$ cat src/rtl/gaussian_stream_filter.sv
// gaussian_stream_filter: streaming 3x3 Gaussian filter for raster-ordered pixels.
// Two line buffers hold the previous two rows; a 3x3 window is built from two
// registered columns plus the column arriving with the current input pixel.
// Output (r,c) is produced when input (r+1,c+1) is accepted; the last IMG_W+1
// outputs of a frame are generated in FLUSH with no input.
// Build option: define GAUSS_REPLICATE_EN for edge-replicate borders; the
// default build uses zero padding for out-of-image taps.
module gaussian_stream_filter #(
    parameter int PIX_W      = 8,
    parameter int IMG_W      = 256,
    parameter int IMG_H      = 256,
    parameter int COEF_W     = 8,
    parameter int K_CORNER   = 3,
    parameter int K_EDGE     = 21,
    parameter int K_CENTER   = 158,
    parameter int NORM_SHIFT = 8
) (
    input  logic             clk,
    input  logic             rst,
    input  logic             s_valid,
    output logic             s_ready,
    input  logic [PIX_W-1:0] s_data,
    output logic             m_valid,
    input  logic             m_ready,
    output logic [PIX_W-1:0] m_data,
    output logic             m_eol,
    output logic             m_last,
    output logic [1:0]       dbg_state
);
    localparam int PROD_W = PIX_W + COEF_W;
    localparam int ACC_W  = PIX_W + COEF_W + 4;
    localparam int COL_W  = $clog2(IMG_W);
    localparam int ROW_W  = (IMG_H > 2) ? $clog2(IMG_H) : 1;
    localparam logic [COL_W-1:0]  COL_LAST = COL_W'(IMG_W - 1);
    localparam logic [ROW_W-1:0]  ROW_LAST = ROW_W'(IMG_H - 1);
    localparam logic [ACC_W:0]    RND_HALF = (ACC_W + 1)'(1) << (NORM_SHIFT - 1);
    localparam logic [COEF_W-1:0] C_CORNER = COEF_W'(K_CORNER);
    localparam logic [COEF_W-1:0] C_EDGE   = COEF_W'(K_EDGE);
    localparam logic [COEF_W-1:0] C_CENTER = COEF_W'(K_CENTER);

    typedef enum logic [1:0] {FILL = 2'd0, RUN = 2'd1, FLUSH = 2'd2} state_t;

    state_t           state, state_nx;
    logic             started;
    logic [COL_W-1:0] in_col, out_col;
    logic [ROW_W-1:0] in_row, out_row;
    logic             slot_free, in_xfer, produce, step;
    logic             top_ok, bot_ok, left_ok, right_ok;

    logic [PIX_W-1:0] lb0 [IMG_W];   // row just above the incoming row
    logic [PIX_W-1:0] lb1 [IMG_W];   // row two above the incoming row
    logic [PIX_W-1:0] win_l [3];     // window left column, index 0 = top
    logic [PIX_W-1:0] win_c [3];     // window centre column
    logic [PIX_W-1:0] col_new [3];   // window right column, taken from this cycle's input
    logic [PIX_W-1:0] raw [3][3];    // [row][col]
    logic [PIX_W-1:0] tap [3][3];
    logic [ACC_W-1:0] acc;
    logic [ACC_W:0]   rounded, shifted;
    logic [PIX_W-1:0] result;

    // Handshake: a transfer happens on a cycle where valid && ready; the sender
    // holds data stable while valid && !ready. The output stage is one register,
    // so a new pixel may be loaded in the same cycle the current one leaves.
    assign slot_free = !m_valid || m_ready;
    assign s_ready   = started && (state != FLUSH) && slot_free;
    assign in_xfer   = s_valid && s_ready;
    assign produce   = ((state == RUN) && in_xfer) || ((state == FLUSH) && slot_free);
    assign step      = in_xfer || ((state == FLUSH) && slot_free);
    assign dbg_state = state;

    assign top_ok   = (out_row != '0);
    assign bot_ok   = (out_row != ROW_LAST);
    assign left_ok  = (out_col != '0);
    assign right_ok = (out_col != COL_LAST);

    // Column entering the window: two buffered rows plus the new pixel (none in FLUSH).
    always_comb begin
        col_new[0] = lb1[in_col];
        col_new[1] = lb0[in_col];
        col_new[2] = (state == FLUSH) ? '0 : s_data;
        for (int r = 0; r < 3; r++) begin
            raw[r][0] = win_l[r];
            raw[r][1] = win_c[r];
            raw[r][2] = col_new[r];
        end
    end

    // Border handling: replace taps that fall outside the image.
    always_comb begin
        for (int r = 0; r < 3; r++) begin
            for (int c = 0; c < 3; c++) begin
`ifdef GAUSS_REPLICATE_EN
                tap[r][c] = raw[((r == 0 && !top_ok) || (r == 2 && !bot_ok)) ? 1 : r]
                               [((c == 0 && !left_ok) || (c == 2 && !right_ok)) ? 1 : c];
`else
                tap[r][c] = ((r == 0 && !top_ok) || (r == 2 && !bot_ok) ||
                             (c == 0 && !left_ok) || (c == 2 && !right_ok)) ? '0 : raw[r][c];
`endif
            end
        end
    end

    // Weighted sum, rounding, normalisation and saturation.
    always_comb begin
        acc = '0;
        for (int r = 0; r < 3; r++) begin
            for (int c = 0; c < 3; c++) begin
                acc = acc + ACC_W'(PROD_W'(tap[r][c]) *
                      PROD_W'(((r == 1) && (c == 1)) ? C_CENTER :
                              ((r == 1) || (c == 1)) ? C_EDGE : C_CORNER));
            end
        end
        rounded = {1'b0, acc} + RND_HALF;
        shifted = rounded >> NORM_SHIFT;
        result  = (|shifted[ACC_W:PIX_W]) ? '1 : shifted[PIX_W-1:0];
    end

    // Next-state logic for the FILL / RUN / FLUSH sequencing.
    always_comb begin
        state_nx = state;
        case (state)
            FILL:    if (in_xfer && in_row == ROW_W'(1) && in_col == '0) state_nx = RUN;
            RUN:     if (in_xfer && in_row == ROW_LAST && in_col == COL_LAST) state_nx = FLUSH;
            FLUSH:   if (produce && out_row == ROW_LAST && out_col == COL_LAST) state_nx = FILL;
            default: state_nx = FILL;
        endcase
    end

    // State, position counters and window column shift.
    always_ff @(posedge clk) begin
        if (rst) begin
            state   <= FILL;
            started <= 1'b0;
            in_col  <= '0;
            in_row  <= '0;
            out_col <= '0;
            out_row <= '0;
            for (int r = 0; r < 3; r++) begin
                win_l[r] <= '0;
                win_c[r] <= '0;
            end
        end else begin
            state   <= state_nx;
            started <= 1'b1;
            if (step) begin
                for (int r = 0; r < 3; r++) begin
                    win_l[r] <= win_c[r];
                    win_c[r] <= col_new[r];
                end
                if (in_col == COL_LAST) begin
                    in_col <= '0;
                    if (state != FLUSH) in_row <= (in_row == ROW_LAST) ? '0 : in_row + 1'b1;
                end else begin
                    in_col <= in_col + 1'b1;
                end
            end
            if (produce) begin
                if (out_col == COL_LAST) begin
                    out_col <= '0;
                    out_row <= (out_row == ROW_LAST) ? '0 : out_row + 1'b1;
                end else begin
                    out_col <= out_col + 1'b1;
                end
            end
            // FLUSH walks a virtual row past the image; realign for the next frame.
            if (state == FLUSH && state_nx == FILL) in_col <= '0;
        end
    end

    // Line buffers shift one row down on every accepted pixel; contents need no reset.
    always_ff @(posedge clk) begin
        if (in_xfer) begin
            lb1[in_col] <= lb0[in_col];
            lb0[in_col] <= s_data;
        end
    end

    // Single-stage output register, held while the downstream stalls.
    always_ff @(posedge clk) begin
        if (rst) begin
            m_valid <= 1'b0;
            m_data  <= '0;
            m_eol   <= 1'b0;
            m_last  <= 1'b0;
        end else if (produce) begin
            m_valid <= 1'b1;
            m_data  <= result;
            m_eol   <= (out_col == COL_LAST);
            m_last  <= (out_col == COL_LAST) && (out_row == ROW_LAST);
        end else if (m_ready) begin
            m_valid <= 1'b0;
        end
    end
endmodule

$ cat config.mk
export PLATFORM = sky130hd
export DESIGN_NAME = gaussian_stream_filter
export DESIGN_NICKNAME = d
export VERILOG_FILES = /design/src/rtl/gaussian_stream_filter.sv
export SDC_FILE = /design/constraint.sdc
export NUM_CORES = 2
export LEC_CHECK = 0
export ABC_CLOCK_PERIOD_IN_PS = 9500
export CAP_MARGIN = 30
export CORE_MARGIN = 2
export CORE_UTILIZATION = 40
export DETAILED_ROUTE_END_ITERATION = 7
export PLACE_DENSITY = 0.61
export SETUP_SLACK_MARGIN = 0.2
export SYNTH_ARGS = -nofsm -noshare
export SYNTH_HDL_FRONTEND = slang
export SYNTH_MEMORY_MAX_BITS = 65536
export SYNTH_SLANG_ARGS = --single-unit
$ cat constraint.sdc
create_clock -name clk -period 9.5 [get_ports clk]
set_input_delay 2.85 -clock clk [delete_from_list [all_inputs] [get_ports clk]]
set_output_delay 2.85 -clock clk [all_outputs]
set_load 0.05 [all_outputs]
; Yosys cells after proc, flatten, opt, wreduce, memory -nomap -nowiden
; Memories as Yosys holds them, arrays and structs flattened. A register that Yosys moved wholly into a read port is not among the register bits.
; Cells that the tools add are included.
[op_classes]
add_sub_neg = 13
n_mul = 9
n_div = 0
magnitude_cmp = 0
eq_ne = 10
shift = 0
mux = 38
n_bitwise = 6
reduce_logical = 35
[op_table]
columns = operator, n
row1 = $mux W8, 24
row2 = $mul A8 B5 Y13 const B, 4
row3 = $mul A8 B2 Y10 const B, 4
row4 = $add A8 B1 Y8 const B, 4
row5 = $eq A8 B8 Y1 const B, 4
row6 = $add A20 B8 Y21 const B, 1
row7 = $add A19 B13 Y20, 1
row8 = $add A20 B10 Y20, 1
row9 = $add A18 B10 Y19, 1
row10 = $add A17 B13 Y18, 1
row11 = $add A16 B16 Y17, 1
row12 = $add A15 B13 Y16, 1
row13 = $ne A8 B8 Y1 const B, 2
row14 = $reduce_bool A8 Y1, 2
row15 = $add A14 B10 Y15, 1
row16 = $mul A8 B7 Y15 const B, 1
row17 = $add A10 B13 Y14, 1
row18 = $logic_and A1 B1 Y1, 13
row19 = $mux W1, 10
row20 = $eq A8 B1 Y1 const B, 1
row21 = $logic_not A8 Y1, 1
row22 = $logic_or A1 B1 Y1, 7
row23 = $mux W2, 3
row24 = $or A1 B1 Y1, 6
row25 = other kinds (11), 16
[totals]
ff_bits = 46
latchBits = 0
mem_bits_rw = 4144
mem_bits_ro = 0
inputBits = 12
word_cells = 125
mem_count = 4
[memory_table]
columns = memory, words, word_bits, read_ports, rd_ports_with_merged_regs, write_ports, line_no
row1 = lb0, 256, 8, 1, 1, 1, 50  ; logic [PIX_W-1:0] lb0 [IMG_W];
row2 = lb1, 256, 8, 1, 1, 1, 51  ; logic [PIX_W-1:0] lb1 [IMG_W];
row3 = win_c, 3, 8, 3, 0, 3, 53  ; logic [PIX_W-1:0] win_c [3];
row4 = win_l, 3, 8, 3, 0, 3, 52  ; logic [PIX_W-1:0] win_l [3];

; Longest topological paths before layout
[logic_depth]
word_depth = 16
mapped_depth = 35
mapped_depth_nobuf = 30

; Least setup slack after synthesis
; No wires, ideal clock.
[synth_timing]
path_type = input to register
from = in s_data[4]
to = reg m_data[0]
arrival_time_ps = 9066
required_time_ps = 9356
path_slack_ps = 291
path_stages = 24
path_buffers = 0
path_cell_list = nand3_1 fa_1 inv_1 fa_1 inv_1 fa_1 inv_1 fa_1 inv_1 fa_1 inv_1 fa_1 fa_1 inv_1 fa_1 inv_1 ha_1 a21oi_1 o22ai_1 a311oi_1 o21ai_0 o21a_1 a41oi_1 a211oi_1
[synth_between]
elab_chain_cells = 7
[synth_rtl]
columns = element, line_no
row1 = start: declaration, 22  ; input logic [PIX_W-1:0] s_data,
row2 = $mux W8 (*), 80  ; col_new[2] = (state == FLUSH) ? '0 : s_data;
row3 = $mux W8 (*), 97  ; (c == 0 && !left_ok) || (c == 2 && !right_ok)) ? '0 : raw[r][c];
row4 = $mul A8 B2 Y10 (*), 108  ; acc = acc + ACC_W'(PROD_W'(tap[r][c]) *
row5 = $add A20 B10 Y20 (*), 108
row6 = $add A20 B8 Y21 (*), 113  ; rounded = {1'b0, acc} + RND_HALF;
row7 = $reduce_or A5 Y1, 115  ; result = (|shifted[ACC_W:PIX_W]) ? '1 : shifted[PIX_W-1:0];
row8 = $mux W8 (*), 115
row9 = end signal: assignment, 187  ; m_data <= result;
row10 = end: declaration, 25  ; output logic [PIX_W-1:0] m_data,
; Every way passes the cells marked *; elsewhere a longest branch is shown, timed or not.
; A chain may end at the register's enable or synchronous reset.

==> results.json <==
{
  "async_flop_share_pct": 0,
  "synth_top_area_cell": "edfxtp_1",
  "die_area_um2": 426000,
  "pin_count": 26,
  "wl_per_cell_um": 33.3,
  "crit_fanout": 11,
  "clkLatencyLatePin_ps": 1020,
  "cpPeakStageDelay_ps": 680,
  "tritoncts.num_buffers": 413,
  "tightest_slew_ps": 1290,
  "clock-skew-final_ps": 75.8,
  "first_pass_iters": 7,
  "grt_pass1_wl_um": 689000,
  "gp_congestion": 0.917,
  "rsz0062_at_grt": "false",
  "end_kind": "flip-flop",
  "clock.fmax_mhz": 109,
  "final_cell_mix": "4144 x edfxtp_1, 998 x mux4_2, 837 x buf_4, 435 x clkbuf_16, 315 x nor2_1",
  "p_per_area_nw_per_um2": 210,
  "first_global_vias": 87700,
  "drv_cap": 0,
  "fin_crit_sh_pct": 96.6,
  "dpl.hpwl_um": 328000,
  "setup_viol": 0,
  "antenna_left": 0,
  "finalSetupTns_ps": 0,
  "maxSlewHeadroom_pct": 14.1,
  "crit_required_ps": 10340,
  "finish.utilization_pct": 47.3,
  "cp_slowest_cell": "o21ai_0",
  "drive_gt1_share_pct": 31.5,
  "design.core.area_um2": 420000,
  "num_rows": 238,
  "ys_seq_elements": 4198,
  "ir_drop_mv": 0.472,
  "period_needed_ps": 9180,
  "vias": 88800,
  "syn2layout_area_growth_pct": 17.9,
  "syn_area_um2": 168000,
  "drc": 0,
  "power_uw": 41700,
  "start_util_pct": 40.1,
  "grt-ovfl-total": 0,
  "h-tree-depth": 5,
  "reg2reg_slack_ps": 320,
  "cpLargestDelayFamily": "adder cells",
  "ys_types": 85,
  "synth.top_cell.area_share_pct": 74.0,
  "dieHeight_um": 652,
  "clkSlewWorstSetupHoldPaths_ps": 60,
  "crit_buf_inv": 10,
  "routed_wl_um": 500000,
  "synth_ff_type": "edfxtp_1",
  "synth.avg_cell_area_um2": 21.0,
  "slew_viol_final": 0,
  "grt_start_max_net_pins": 177,
  "final_nets": 9461,
  "hold_violations": 0,
  "cts_tree": "done",
  "cts.sink_count": 4198,
  "avgViaCountPerCell": 5.92,
  "crit_type": "reg2reg",
  "status": "finished, final reports clean",
  "holdCritPathClass": "reg2reg",
  "antenna_found_initial": 16,
  "ys_warn_count": 0,
  "cts_hold_buffers": 0,
  "synth_nets": 8336,
  "crit_path_start_kind": "flip-flop",
  "layout_commonest_cell": "edfxtp_1",
  "synth_edf_count": 4144,
  "io_buffer_count": 25,
  "yosysSeqAreaShare_pct": 74.6,
  "leakage_uw": 0.0641,
  "track_usage_pct": 22.9,
  "clock-root-buffer": "clkbuf_16",
  "cts_max_path_buffers": 4,
  "worstPathArrival_ps": 10020,
  "crit_top_cell": "fa_1",
  "syn_inst": 8014,
  "drt_iter0_drc": 12100,
  "dieWidth_um": 652,
  "synth.area.top_cells": "edfxtp_1 74%, mux4_2 13%, fa_1 1.9%"
}
-- metrics by stage --
step,cells,instance area [µm²],hold WS (ps),setup slack (ps)
after floorplan,8014,168000,457,291
after global placement,14000,181000,470,-738
after detailed placement,14100,182000,484,-648
after CTS,14900,196000,494,260
after global routing,15000,198000,528,162
final,15000,198000,480,319
-- cell usage after synthesis, types with 9 or more instances --
| library cell | count |
|---|---|
| clkbuf_1 | 100 |
| a41oi_1 | 14 |
| a221oi_1 | 22 |
| mux2i_1 | 208 |
| o22ai_1 | 124 |
| o211ai_1 | 26 |
| nor2_1 | 420 |
| or2_2 | 11 |
| nand2_1 | 152 |
| nand4b_1 | 9 |
| o311ai_1 | 13 |
| a21oi_1 | 72 |
| a311oi_1 | 9 |
| o21ai_1 | 13 |
| nor4_1 | 11 |
| mux2_2 | 50 |
| ha_1 | 150 |
| o221ai_1 | 17 |
| dfxtp_1 | 54 |
| buf_4 | 87 |
| and3_1 | 36 |
| nand3_1 | 68 |
| nor2b_1 | 34 |
| nand2b_1 | 16 |
| xnor2_1 | 19 |
| inv_1 | 292 |
| fa_1 | 160 |
| and2_1 | 29 |
| buf_1 | 13 |
| a211oi_1 | 36 |
| a31oi_1 | 10 |
| a22oi_1 | 153 |
| nand3b_1 | 10 |
| buf_2 | 128 |
| edfxtp_1 | 4144 |
| nand4_1 | 18 |
| xor2_1 | 19 |
| nor3_1 | 66 |
| mux4_2 | 998 |
| o21ai_0 | 47 |
| buf_6 | 59 |
-- where the power goes --
part           internal (µW)  switching, µW  leakage [µW]  total [µW]
clock network           9030           7030       0.00639       16100
logic                   2310           2830        0.0199        5140
registers              20500           15.8        0.0378       20500
total                  31800           9870        0.0641       41700
-- final timing paths --
| path | from | end | cells past startpoint |
|---|---|---|---|
| setup / recovery | flip-flop | m_data[6] | 32 |
| hold / removal | m_last | m_last | 2 |
| setup reg to reg | flip-flop | m_data[6] | 32 |
| hold reg to reg | m_last | m_last | 2 |
-- registers in the layout (all words and copies together), names as in the netlist, named ones only --
name	cells
lb0	2048
lb1	2048
win_c	24
win_l	24
in_col	8
in_row	8
m_data	8
out_col	8
out_row	8
dbg_state	2
m_eol	1
m_last	1
m_valid	1
started	1
-- tightest hold or removal path, stage by stage, from the launching register on --
cell,delay (ps)
dfxtp_1,330
nand2_1,60
a21oi_1,50
-- metal layers --
metal  share of wire [%]  global-route usage (%)  up-vias
met4                 4.9                    9.70       14
met3                  10                    5.19      889
li1                    -                       -    35300
met2                  46                    35.3     4963
met1                  39                    31.5    47600
met5               0.048                   0.260        -
-- area by class of cell --
cell class	instances	area, µm²
Timing Repair Buffer	1108	11300
Clock inverter	242	2290
Tap cell	5520	6910
Clock buffer	508	10800
Antenna cell	9	22.5
Inverter	298	1190
Fill cell	34000	221000
Sequential cell	4198	126000
Multi-Input combinational cell	3120	40200
-- timing repair --
| item | 4_1_cts | 5_1_grt |
|---|---|---|
| setup endpoints to repair | 8 | 8 |
| resized for setup | 69 | 167 |
| cloned | 4 | 17 |
| pin swaps | 6 | 43 |
| setup buffers | 32 | 78 |
-- cells by family after synthesis --
| group | Yosys count | share of synthesized area [%] |
|---|---|---|
| DFF | 4198 | 74.6 |
| muxes | 1256 | 14.9 |
| and+or+nand+nor | 913 | 2.52 |
| buffers and inverters | 696 | 2.19 |
| AOI/OAI and AO/OA | 603 | 2.51 |
| adders and majority gates | 310 | 3.02 |
| xor gates and xnor gates | 38 | 0.198 |
No activity file was read; power rests on OpenSTA's default activity.
